--- src/rtl/spi_pkg.sv ---
`default_nettype none
// ============================================================================
//  Module      : spi_pkg
//  Description : Shared definitions for the CORESPI FIFO slice: ceiling-log2
//                helper, legal parameter ranges and the bundled FIFO status
//                record.
//  Revision    : 1.0  initial release
// ============================================================================
package spi_pkg;

    // Legal parameter ranges for the buffer
    localparam int c_DATA_WIDTH_MIN = 4;
    localparam int c_DATA_WIDTH_MAX = 32;
    localparam int c_FIFO_DEPTH_MIN = 2;
    localparam int c_FIFO_DEPTH_MAX = 256;

    // Smallest r such that 2**r >= value (0 for value <= 1)
    function automatic int clog2(input int value);
        int r;
        r = 0;
        while ((1 << r) < value) begin
            r = r + 1;
        end
        return r;
    endfunction

    typedef struct packed {
        logic full;
        logic empty;
        logic afull;
        logic aempty;
        logic ovf;
        logic udf;
    } fifo_status_t;

endpackage
`default_nettype wire

--- src/rtl/spi_fifo_ext_if.sv ---
`default_nettype none
// ============================================================================
//  Module      : spi_fifo_ext_if
//  Description : Control/data bundle of the extended FIFO. The slave modport
//                is the FIFO side; the master modport is the producer/consumer
//                and register side.
//                Inputs (to FIFO) : fiforst, data_in, flag_in, write_in,
//                                   read_in, afull_level, aempty_level,
//                                   sticky_clr
//                Outputs          : data_out, flag_out, full_out, empty_out,
//                                   afull_out, aempty_out, overflow_out,
//                                   underflow_out, ovf_sticky, udf_sticky,
//                                   fifo_count, peak_count
//  Revision    : 1.0  initial release
// ============================================================================
interface spi_fifo_ext_if
    import spi_pkg::*;
#(
    parameter int DATA_WIDTH = 8,
    parameter int FLAG_WIDTH = 1,
    parameter int FIFO_DEPTH = 8
);
    localparam int CNT_WIDTH = clog2(FIFO_DEPTH + 1);

    logic                  fiforst;
    logic [DATA_WIDTH-1:0] data_in;
    logic [FLAG_WIDTH-1:0] flag_in;
    logic                  write_in;
    logic                  read_in;
    logic [DATA_WIDTH-1:0] data_out;
    logic [FLAG_WIDTH-1:0] flag_out;
    logic [CNT_WIDTH-1:0]  afull_level;
    logic [CNT_WIDTH-1:0]  aempty_level;
    logic                  full_out;
    logic                  empty_out;
    logic                  afull_out;
    logic                  aempty_out;
    logic                  overflow_out;
    logic                  underflow_out;
    logic                  ovf_sticky;
    logic                  udf_sticky;
    logic                  sticky_clr;
    logic [CNT_WIDTH-1:0]  fifo_count;
    logic [CNT_WIDTH-1:0]  peak_count;

    modport slave (
        input  fiforst, data_in, flag_in, write_in, read_in,
               afull_level, aempty_level, sticky_clr,
        output data_out, flag_out, full_out, empty_out, afull_out, aempty_out,
               overflow_out, underflow_out, ovf_sticky, udf_sticky,
               fifo_count, peak_count
    );

    modport master (
        output fiforst, data_in, flag_in, write_in, read_in,
               afull_level, aempty_level, sticky_clr,
        input  data_out, flag_out, full_out, empty_out, afull_out, aempty_out,
               overflow_out, underflow_out, ovf_sticky, udf_sticky,
               fifo_count, peak_count
    );

endinterface
`default_nettype wire

--- src/rtl/spi_fifo_ram.sv ---
`default_nettype none
// ============================================================================
//  Module      : spi_fifo_ram
//  Description : Unreset register array, one synchronous write port and one
//                asynchronous read port.
//                clk     : write clock
//                i_we    : write enable
//                i_waddr : write address,  i_wdata : write word
//                i_raddr : read address,   o_rdata : read word (combinational)
//  Revision    : 1.0  initial release
// ============================================================================
module spi_fifo_ram #(
    parameter int WIDTH = 9,
    parameter int DEPTH = 8,
    parameter int AW    = 3
) (
    input  wire logic             clk,
    input  wire logic             i_we,
    input  wire logic [AW-1:0]    i_waddr,
    input  wire logic [WIDTH-1:0] i_wdata,
    input  wire logic [AW-1:0]    i_raddr,
    output logic      [WIDTH-1:0] o_rdata
);

    logic [WIDTH-1:0] r_mem [DEPTH];

    always_ff @(posedge clk) begin
        if (i_we) begin
            r_mem[i_waddr] <= i_wdata;
        end
    end

    assign o_rdata = r_mem[i_raddr];

endmodule
`default_nettype wire

--- src/rtl/spi_fifo_ext.sv ---
`default_nettype none
// ============================================================================
//  Module      : spi_fifo_ext
//  Description : First-word-fall-through synchronous FIFO with per-entry tag,
//                live almost-full/almost-empty thresholds, overflow/underflow
//                pulses with sticky copies, and a high-water mark.
//                pclk   : clock (rising edge)
//                preset : synchronous active-high reset
//                bus    : spi_fifo_ext_if slave modport (all data/control)
//  Revision    : 1.0  initial release
// ============================================================================
module spi_fifo_ext
    import spi_pkg::*;
#(
    parameter int DATA_WIDTH = 8,
    parameter int FLAG_WIDTH = 1,
    parameter int FIFO_DEPTH = 8
) (
    input  wire logic      pclk,
    input  wire logic      preset,
    spi_fifo_ext_if.slave  bus
);

    localparam int CNT_WIDTH = clog2(FIFO_DEPTH + 1);
    // Pointers must address entries 0..FIFO_DEPTH-1, including non-power-of-two depths
    localparam int PTR_WIDTH = (clog2(FIFO_DEPTH) < 1) ? 1 : clog2(FIFO_DEPTH);
    localparam int ENT_WIDTH = DATA_WIDTH + FLAG_WIDTH;

    localparam logic [CNT_WIDTH-1:0] c_DEPTH   = CNT_WIDTH'(FIFO_DEPTH);
    localparam logic [PTR_WIDTH-1:0] c_PTR_TOP = PTR_WIDTH'(FIFO_DEPTH - 1);

    logic [PTR_WIDTH-1:0] r_wr_ptr;
    logic [PTR_WIDTH-1:0] r_rd_ptr;
    logic [CNT_WIDTH-1:0] r_count;
    logic [CNT_WIDTH-1:0] r_peak;
    logic                 r_full;
    logic                 r_empty;
    logic                 r_ovf_sticky;
    logic                 r_udf_sticky;

    logic                 w_wr_acc;
    logic                 w_rd_acc;
    logic                 w_wr_en;
    logic [CNT_WIDTH-1:0] w_count_next;
    logic [ENT_WIDTH-1:0] w_rdata;
    fifo_status_t         w_status;

    // A write into a full FIFO is still accepted when a pop frees the slot
    assign w_wr_acc = bus.write_in & ((r_count < c_DEPTH) | (bus.read_in & ~r_empty));
    assign w_rd_acc = bus.read_in & ~r_empty;
    // Flush drops this cycle's write, so the array is left untouched
    assign w_wr_en  = w_wr_acc & ~bus.fiforst;

    assign w_count_next = bus.fiforst ? '0
                        : r_count + CNT_WIDTH'(w_wr_acc) - CNT_WIDTH'(w_rd_acc);

    spi_fifo_ram #(
        .WIDTH (ENT_WIDTH),
        .DEPTH (FIFO_DEPTH),
        .AW    (PTR_WIDTH)
    ) u_ram (
        .clk     (pclk),
        .i_we    (w_wr_en),
        .i_waddr (r_wr_ptr),
        .i_wdata ({bus.flag_in, bus.data_in}),
        .i_raddr (r_rd_ptr),
        .o_rdata (w_rdata)
    );

    always_ff @(posedge pclk) begin
        if (preset) begin
            r_wr_ptr     <= '0;
            r_rd_ptr     <= '0;
            r_count      <= '0;
            r_peak       <= '0;
            r_full       <= 1'b0;
            r_empty      <= 1'b1;
            r_ovf_sticky <= 1'b0;
            r_udf_sticky <= 1'b0;
        end else begin
            if (bus.fiforst) begin
                r_wr_ptr <= '0;
                r_rd_ptr <= '0;
            end else begin
                if (w_wr_acc) begin
                    r_wr_ptr <= (r_wr_ptr == c_PTR_TOP) ? '0 : r_wr_ptr + PTR_WIDTH'(1);
                end
                if (w_rd_acc) begin
                    r_rd_ptr <= (r_rd_ptr == c_PTR_TOP) ? '0 : r_rd_ptr + PTR_WIDTH'(1);
                end
            end
            r_count <= w_count_next;
            r_full  <= (w_count_next == c_DEPTH);
            r_empty <= (w_count_next == '0);

            // A pulse in the same cycle as a clear wins
            r_ovf_sticky <= (r_ovf_sticky & ~bus.sticky_clr) | w_status.ovf;
            r_udf_sticky <= (r_udf_sticky & ~bus.sticky_clr) | w_status.udf;

            if (bus.sticky_clr) begin
                r_peak <= w_count_next;
            end else if (w_count_next > r_peak) begin
                r_peak <= w_count_next;
            end
        end
    end

    always_comb begin
        w_status        = '0;
        w_status.full   = r_full;
        w_status.empty  = r_empty;
        // Thresholds compare against live levels so a level change acts at once
        w_status.afull  = (r_count >= bus.afull_level);
        w_status.aempty = (r_count <= bus.aempty_level);
        w_status.ovf    = bus.write_in & ~w_wr_acc & ~bus.fiforst;
        w_status.udf    = bus.read_in & ~w_rd_acc & ~bus.fiforst;
    end

    assign bus.data_out      = w_rdata[DATA_WIDTH-1:0];
    assign bus.flag_out      = r_empty ? '0 : w_rdata[ENT_WIDTH-1:DATA_WIDTH];
    assign bus.full_out      = w_status.full;
    assign bus.empty_out     = w_status.empty;
    assign bus.afull_out     = w_status.afull;
    assign bus.aempty_out    = w_status.aempty;
    assign bus.overflow_out  = w_status.ovf;
    assign bus.underflow_out = w_status.udf;
    assign bus.ovf_sticky    = r_ovf_sticky;
    assign bus.udf_sticky    = r_udf_sticky;
    assign bus.fifo_count    = r_count;
    assign bus.peak_count    = r_peak;

endmodule
`default_nettype wire
--- src/flat_wrapper.sv ---
// flat-port wrapper written by rule: the top's interface ports become plain ports
module spi_fifo_ext_flat import spi_pkg::*;
#(
    parameter int DATA_WIDTH = 8,
    parameter int FLAG_WIDTH = 1,
    parameter int FIFO_DEPTH = 8
)
  (pclk, preset, bus_fiforst, bus_data_in, bus_flag_in, bus_write_in, bus_read_in, bus_afull_level, bus_aempty_level, bus_sticky_clr, bus_data_out, bus_flag_out, bus_full_out, bus_empty_out, bus_afull_out, bus_aempty_out, bus_overflow_out, bus_underflow_out, bus_ovf_sticky, bus_udf_sticky, bus_fifo_count, bus_peak_count);
  spi_fifo_ext_if #(.DATA_WIDTH(DATA_WIDTH), .FLAG_WIDTH(FLAG_WIDTH), .FIFO_DEPTH(FIFO_DEPTH)) bus_i ();
  input  wire logic pclk;
  input  wire logic preset;
  input wire logic [$bits(bus_i.fiforst)-1:0] bus_fiforst;
  input wire logic [$bits(bus_i.data_in)-1:0] bus_data_in;
  input wire logic [$bits(bus_i.flag_in)-1:0] bus_flag_in;
  input wire logic [$bits(bus_i.write_in)-1:0] bus_write_in;
  input wire logic [$bits(bus_i.read_in)-1:0] bus_read_in;
  input wire logic [$bits(bus_i.afull_level)-1:0] bus_afull_level;
  input wire logic [$bits(bus_i.aempty_level)-1:0] bus_aempty_level;
  input wire logic [$bits(bus_i.sticky_clr)-1:0] bus_sticky_clr;
  output wire logic [$bits(bus_i.data_out)-1:0] bus_data_out;
  output wire logic [$bits(bus_i.flag_out)-1:0] bus_flag_out;
  output wire logic [$bits(bus_i.full_out)-1:0] bus_full_out;
  output wire logic [$bits(bus_i.empty_out)-1:0] bus_empty_out;
  output wire logic [$bits(bus_i.afull_out)-1:0] bus_afull_out;
  output wire logic [$bits(bus_i.aempty_out)-1:0] bus_aempty_out;
  output wire logic [$bits(bus_i.overflow_out)-1:0] bus_overflow_out;
  output wire logic [$bits(bus_i.underflow_out)-1:0] bus_underflow_out;
  output wire logic [$bits(bus_i.ovf_sticky)-1:0] bus_ovf_sticky;
  output wire logic [$bits(bus_i.udf_sticky)-1:0] bus_udf_sticky;
  output wire logic [$bits(bus_i.fifo_count)-1:0] bus_fifo_count;
  output wire logic [$bits(bus_i.peak_count)-1:0] bus_peak_count;
  assign bus_i.fiforst = bus_fiforst;
  assign bus_i.data_in = bus_data_in;
  assign bus_i.flag_in = bus_flag_in;
  assign bus_i.write_in = bus_write_in;
  assign bus_i.read_in = bus_read_in;
  assign bus_i.afull_level = bus_afull_level;
  assign bus_i.aempty_level = bus_aempty_level;
  assign bus_i.sticky_clr = bus_sticky_clr;
  assign bus_data_out = bus_i.data_out;
  assign bus_flag_out = bus_i.flag_out;
  assign bus_full_out = bus_i.full_out;
  assign bus_empty_out = bus_i.empty_out;
  assign bus_afull_out = bus_i.afull_out;
  assign bus_aempty_out = bus_i.aempty_out;
  assign bus_overflow_out = bus_i.overflow_out;
  assign bus_underflow_out = bus_i.underflow_out;
  assign bus_ovf_sticky = bus_i.ovf_sticky;
  assign bus_udf_sticky = bus_i.udf_sticky;
  assign bus_fifo_count = bus_i.fifo_count;
  assign bus_peak_count = bus_i.peak_count;
  spi_fifo_ext #(.DATA_WIDTH(DATA_WIDTH), .FLAG_WIDTH(FLAG_WIDTH), .FIFO_DEPTH(FIFO_DEPTH)) u_core (.pclk(pclk), .preset(preset), .bus(bus_i));
endmodule
--- config.mk ---
export PLATFORM = sky130hd
export DESIGN_NAME = spi_fifo_ext_flat
export DESIGN_NICKNAME = d
export VERILOG_FILES = /design/src/rtl/spi_pkg.sv /design/src/rtl/spi_fifo_ext_if.sv /design/src/rtl/spi_fifo_ram.sv /design/src/rtl/spi_fifo_ext.sv /design/src/flat_wrapper.sv
export SDC_FILE = /design/constraint.sdc
export NUM_CORES = 1
export LEC_CHECK = 0
export BUFFER_PORTS_ARGS = -buffer_cell sky130_fd_sc_hd__buf_4
export CELL_PAD_IN_SITES_DETAIL_PLACEMENT = 1
export CELL_PAD_IN_SITES_GLOBAL_PLACEMENT = 1
export CORE_MARGIN = 8
export CORE_UTILIZATION = 52
export CTS_BUF_LIST = sky130_fd_sc_hd__clkbuf_4 sky130_fd_sc_hd__clkbuf_8 sky130_fd_sc_hd__clkbuf_16
export DETAILED_ROUTE_END_ITERATION = 8
export GPL_TIMING_DRIVEN = 0
export PLACE_DENSITY = 0.94
export SKIP_LAST_GASP = 1
export SYNTH_ARGS = -nofsm -noshare
export SYNTH_HDL_FRONTEND = slang
export SYNTH_SLANG_ARGS = --single-unit
--- constraint.sdc ---
create_clock -name pclk -period 5.42 [get_ports pclk]
set_clock_uncertainty 0.05 [all_clocks]
set_input_delay 1.084 -clock pclk [delete_from_list [all_inputs] [get_ports pclk]]
set_output_delay 1.084 -clock pclk [all_outputs]
set_load 0.02 [all_outputs]
---- After elaboration in Yosys (flattened, before gate mapping) ----
Memory sizes are Yosys's and may differ from the RTL's. A register that Yosys moved wholly into a read port is not among the register bits.
Index checks and enable logic that the tools add are counted.
W data, S select, Z words.
cells by class
  $add $sub $neg .......................... 4
  magnitude comparators ................... 4
  equality and inequality tests ........... 3
  mux-type cells .......................... 10
  bitwise logic cells ..................... 17
  reduce and logical (&&, ||, !) cells .... 3
operators by type and width
  operator               number
  $mux W3                4
  $mux W4                3
  $and A1 B1 Y1          9
  $add A3 B1 Y3 const B  2
  $eq A3 B3 Y1 const B   2
  $not A1 Y1             5
  $add A4 B1 Y4          1
  $eq A4 B4 Y1 const B   1
  $ge A4 B4 Y1           1
  $gt A4 B4 Y1           1
  $le A4 B4 Y1           1
  $logic_not A4 Y1       1
  $lt A4 B4 Y1 const B   1
  $sub A4 B1 Y4          1
  $mux W1                3
  $or A1 B1 Y1           3
  $reduce_bool A2 Y1     1
  $reduce_or A2 Y1       1
word-level totals
  register bits ........................... 18
  bits in writable memories ............... 72
  input port bits ......................... 23
  output and inout bits ................... 25
  logic and storage cells ................. 50
  memories ................................ 1
memory list
  name                depth  width  rd ports  clocked after Yosys merged registers in  write ports  line                RTL
  u_core.u_ram.r_mem  8      9      1         1                                        1            spi_fifo_ram.sv:25  logic [WIDTH-1:0] r_mem [DEPTH];

---- Longest topological paths before layout ----
  depth after elaboration ................. 10
  depth in mapped cells ................... 15

---- Cells and area by module ----
From an unflattened synthesis, not the netlist that was laid out.
unflattened totals
  cells, all modules ...................... 250
  area, all modules ....................... 4011.3 µm²
modules (own cells, without submodules)
  module        times used  cells an instance  area an instance (µm²)  seq. area each (µm²)
  spi_fifo_ram  1           117                2839.0                  2162.1
  spi_fifo_ext  1           133                1172.4                  360.3

---- Worst setup path before layout ----
OpenSTA, ideal clock, no wires.
  kind .................................... in2reg
  from .................................... in bus_read_in
  to ...................................... reg u_core.r_peak[3], in the netlist u_core.bus.peak_count[3]
  data arrival time ....................... 3.504 ns
  data required time ...................... 5.249 ns
  path slack .............................. 1.745 ns
  cell stages on the path ................. 13
  path buffers ............................ 1
  cells stage by stage .................... nand2b_4 buf_6 inv_1 ha_1 inv_1 ha_1 fa_1 nor2b_1 ha_1 nor2b_1 o211ai_1 a31oi_1 mux2_2
on the way
  cells in the longest elaborated chain, start to end .. 8
ends and longest elaborated chain
  element                           line                 RTL
  from (decl)                       flat_wrapper.sv:16   input wire logic [$bits(bus_i.read_in)-1:0] bus_read_in;
  $and A1 B1 Y1 *                   spi_fifo_ext.sv:50   assign w_rd_acc = bus.read_in & ~r_empty;
  named net u_core.w_rd_acc         spi_fifo_ext.sv:42   logic w_rd_acc;
  $or A1 B1 Y1                      spi_fifo_ext.sv:49   assign w_wr_acc = bus.write_in & ((r_count < c_DEPTH) | (bus.read_in & ~r_empty));
  $and A1 B1 Y1                     spi_fifo_ext.sv:49
  $add A4 B1 Y4                     spi_fifo_ext.sv:55   : r_count + CNT_WIDTH'(w_wr_acc) - CNT_WIDTH'(w_rd_acc);
  $sub A4 B1 Y4 *                   spi_fifo_ext.sv:55
  $mux W4 *                         spi_fifo_ext.sv:54   assign w_count_next = bus.fiforst ? '0
  named net u_core.w_count_next[1]  spi_fifo_ext.sv:44   logic [CNT_WIDTH-1:0] w_count_next;
  $gt A4 B4 Y1 *                    spi_fifo_ext.sv:102  end else if (w_count_next > r_peak) begin
  $reduce_bool A2 Y1 (no line) *    n/a
  to (signal assigned)              spi_fifo_ext.sv:101  r_peak <= w_count_next;
  to (signal assigned)              spi_fifo_ext.sv:103  r_peak <= w_count_next;
  to (decl)                         spi_fifo_ext.sv:35   logic [CNT_WIDTH-1:0] r_peak;
The timed path passes the listed nets; every way through them passes the cells marked *. The select of a mux whose other input is x is not followed.
A chain may end at the register's enable or synchronous reset.

---- Final worst setup path ----
  from .................................... in bus_read_in
  to ...................................... reg u_core.r_peak[3], in the netlist u_core.bus.peak_count[3]
on the way
  cells in the longest elaborated chain, start to end .. 8
ends and longest elaborated chain
  element                                                  line
  $and A1 B1 Y1 *                                          spi_fifo_ext.sv:50
  named net u_core.w_rd_acc                                spi_fifo_ext.sv:42
  $or A1 B1 Y1                                             spi_fifo_ext.sv:49
  $and A1 B1 Y1                                            spi_fifo_ext.sv:49
  $add A4 B1 Y4                                            spi_fifo_ext.sv:55
  $sub A4 B1 Y4 *                                          spi_fifo_ext.sv:55
  $mux W4 *                                                spi_fifo_ext.sv:54
  named net u_core.w_count_next[3]                         spi_fifo_ext.sv:44
  $gt A4 B4 Y1 or $mux W4 (tied branches)                  spi_fifo_ext.sv:102
  $reduce_bool A2 Y1 (no line) or $mux W4 (tied branches)  n/a
Marked as above.

==> results.cfg <==
[setup_path]
crit_type = input pin to flop
required_ns = 5.63
slowest_stage = mux2_2
start_kind = input pin
r2r_start = u_core.bus.empty_out
path_cells = buf_4 > nand2b_4 > buf_6 > inv_1 > ha_1 > inv_1 > ha_1 > a21o_1 > a21oi_1 > xnor2_1 > nor2b_1 > ha_1 > nand4_1 > nor2_1 > a31oi_1 > mux2_2
cp_max_fo = 7
ff2ff_path_depth = 15
crit_family = compound AO/OA/AOI/OAI gates
max_stage_delay_ns = 0.38
cpMostUsedCell = ha_1
end_kind = flop
crit_buf_inv = 4
reg2reg_to = u_core.bus.peak_count[3]
cp-startpoint = bus_read_in
arrival_ns = 3.98
ff2ff_setup_slack_ns = 1.96

[timing]
hold_viol = 0
timing.hold.ws_ns = 0.456
tns_ns = 0
timing.fmax_ghz = 0.265
drv_slew = 0
post-route-period-util_pct = 69.5
rsz0062_at_grt = false
tightest_slew_ns = 1.13
finalSetupViolations = 0
relSlewSlack_pct = 24.4
final.setup.worst_slack_ns = 1.65
fin_crit_ns = 3.77

[cts]
holdBufCountCts = 0
cts_resized = 0
cts-root-buf = clkbuf_8
cts_tree = yes
htreeDepth = 3
numCtsBuffers = 9
clockBufferDepth = 2
post_cts_buffers = 0
clk_pin_slew_ns = 0.10
cts.sinks = 93
clk_latency_ns = 0.36

[power_and_ir_drop]
power_frac_clock_pct = 26.1
pwr-share-comb_pct = 25.0
switching_share_pct = 30.5
p_switching_uw = 518
p_per_area_nw_per_um2 = 364
seqPwrFrac_pct = 48.8
power.internal_mw = 1.18
leakage_nw = 1.75
ir_worst_vdd_v = 0.000233

[global_routing]
grt_start_max_net_pins = 19
grt_usage_pct = 17.6
grt_antenna_before_repair = 0
grt_pass1_wl_um = 14500
grt_pass1_vias = 2623
gr-total-overflow = 0

[routing]
drc = 0
vias = 2285
dr.pass1.iters = 4
wl_um = 8990
wl_per_cell_um = 21.7
first_iter_violations = 107
vias_per_cell = 5.52
antenna_left = 0

[synthesis]
synth.mux.area_fraction_pct = 13.9
synth.ff_latch_count = 93
synth_warnings = 0
synth-edff-count = 72
syn_area_sq_um = 4000
synth-main-ff-cell = edfxtp_1
yosysUniqueCellTypes = 37
synth_xor_area_share_pct = 0.657
synth_compound_area_share_pct = 3.82
synth_top_family_by_area = multiplexers
synthCells = 251
synth.avg_cell_area_sq_um = 15.9
yosysSeqAreaShare_pct = 64.6
syn-num-nets = 295
synth-simple-area-share_pct = 7.26
synth-adder-area-share_pct = 6.76
synthArstFlopShare_pct = 0

[placed_design]
portBuffers = 45
gp_congestion = 0.761
dp_hpwl_um = 6450
place_ws_ns = 1.29

[layout]
drive_above_1_share_pct = 31.4
area_delta_synth_final_pct = 16.5
finalNetCount = 351
antenna_cells = 0
filler_cell_count = 731

[floorplan]
core_area_sq_um = 7610
die_y_um = 104
start_util_pct = 52.6
fp.dieArea_sq_um = 10800
rows = 32
pin_count = 48
die_w_um = 104

[hold_path]
min_delay_path_depth = 2
hp-start = u_core.bus.ovf_sticky
holdPathEnd = u_core.bus.ovf_sticky
hp-class = flop to flop

[flow_run]
maxCapViolCount = 0

[status]
outcome = finished, final reports clean
[how the worst max path moves through the flow]
| stage | to | slack, ns | depth (start not counted) |
|---|---|---|---|
| after floorplan | u_core.bus.peak_count[3] | 1.75 | 13 |
| after global placement | u_core.bus.peak_count[3] | 1.37 | 16 |
| after detailed placement | u_core.bus.peak_count[3] | 1.29 | 16 |
| after CTS | u_core.bus.peak_count[3] | 1.67 | 16 |
| after global routing | u_core.bus.peak_count[3] | 1.47 | 16 |
| final | u_core.bus.peak_count[3] | 1.65 | 16 |
[cells in the mapped netlist (all sizes together), types with 2 or more instances]
cell	count	area, sq um
edfxtp	72	2160
nand4	2	12.5
clkbuf	3	12.5
a21oi	7	35.0
mux4	18	405
xnor2	3	26.3
nor2b	4	25.0
nor3	4	25.0
nand2b	6	45.0
nand2	7	26.3
buf	6	47.5
ha	20	250
mux2i	5	50.1
and2	3	18.8
a21o	4	30.0
dfxtp	21	420
nor2	24	90.1
inv	16	60.1
o21a	2	15.0
mux2	9	101
a2bb2oi	4	35.0
[through the flow]
stage | power, mW | util, % | instance area, sq um | cells
after floorplan | 1.13 | - | 4000 | 251
final | 1.70 | 61.2 | 4660 | 414
after detailed placement | 1.27 | 58.8 | 4470 | 398
after CTS | 1.71 | 61.2 | 4660 | 414
after global routing | 1.78 | 61.2 | 4660 | 414
after global placement | 1.25 | 58.7 | 4460 | 398
[logic make-up (layout without fill, tap and decap cells)]
family | after synthesis | in the layout
fa+ha+maj | 21 | 21
buf+inv | 25 | 86
mux | 32 | 32
compound gates | 21 | 21
flops | 93 | 93
simple gates | 56 | 56
xor+xnor | 3 | 3
[power groups by stage]
stage | combinational, mW | clock, mW | sequential, mW
final | 0.425 | 0.444 | 0.829
after global routing | 0.472 | 0.476 | 0.833
after CTS | 0.431 | 0.449 | 0.829
after detailed placement | 0.427 | 0 | 0.846
after global placement | 0.406 | 0 | 0.842
after floorplan | 0.263 | 0 | 0.862
[layer usage]
metal	share of wire [%]	track usage [%]	up-vias
li1	-	-	1053
met1	40	19.7	1162
met2	54	32.0	57
met3	4.6	4.28	13
met4	1.3	5.38	0
met5	0	0	-
[cells in the final DEF (no fill, tap or decap), drive strengths merged, types with 5 or more instances in the layout]
| master | Yosys | routed |
|---|---|---|
| ha | 20 | 20 |
| mux4 | 18 | 18 |
| dfxtp | 21 | 21 |
| edfxtp | 72 | 72 |
| inv | 16 | 20 |
| mux2i | 5 | 5 |
| a21oi | 7 | 7 |
| clkbuf | 3 | 12 |
| buf | 6 | 51 |
| mux2 | 9 | 9 |
| nand2b | 6 | 6 |
| nand2 | 7 | 7 |
| nor2 | 24 | 24 |
[sequential cells by signal (all words and copies together) (netlist names), 3 cells and up, named ones only]
| signal | count |
|---|---|
| u_core.r_wr_ptr | 3 |
| u_core.bus.fifo_count | 4 |
| u_core.u_ram.r_mem | 72 |
| u_core.r_rd_ptr | 3 |
| u_core.bus.peak_count | 4 |
[tightest hold or removal path, delay by kind of cell (launching register included)]
family | cells | cell delay, ns
flip-flops | 1 | 0.34
AO/OA/AOI/OAI | 1 | 0.07
AND/OR/NAND/NOR | 1 | 0.07
[final cells by class]
| type | instances | area (sq um) | share of cell area (%) |
|---|---|---|---|
| inverters | 16 | 60.1 | 1.29 |
| flip-flops and latches | 93 | 2580 | 55.5 |
| multi-input cells | 133 | 1300 | 27.9 |
| clock inverters | 7 | 63.8 | 1.37 |
| clock buffers | 9 | 124 | 2.66 |
| repair buffers | 45 | 338 | 7.25 |
| plain buffers | 9 | 60.1 | 1.29 |
| well taps | 102 | 128 | 2.74 |
No activity file was read; power rests on OpenSTA's default activity.
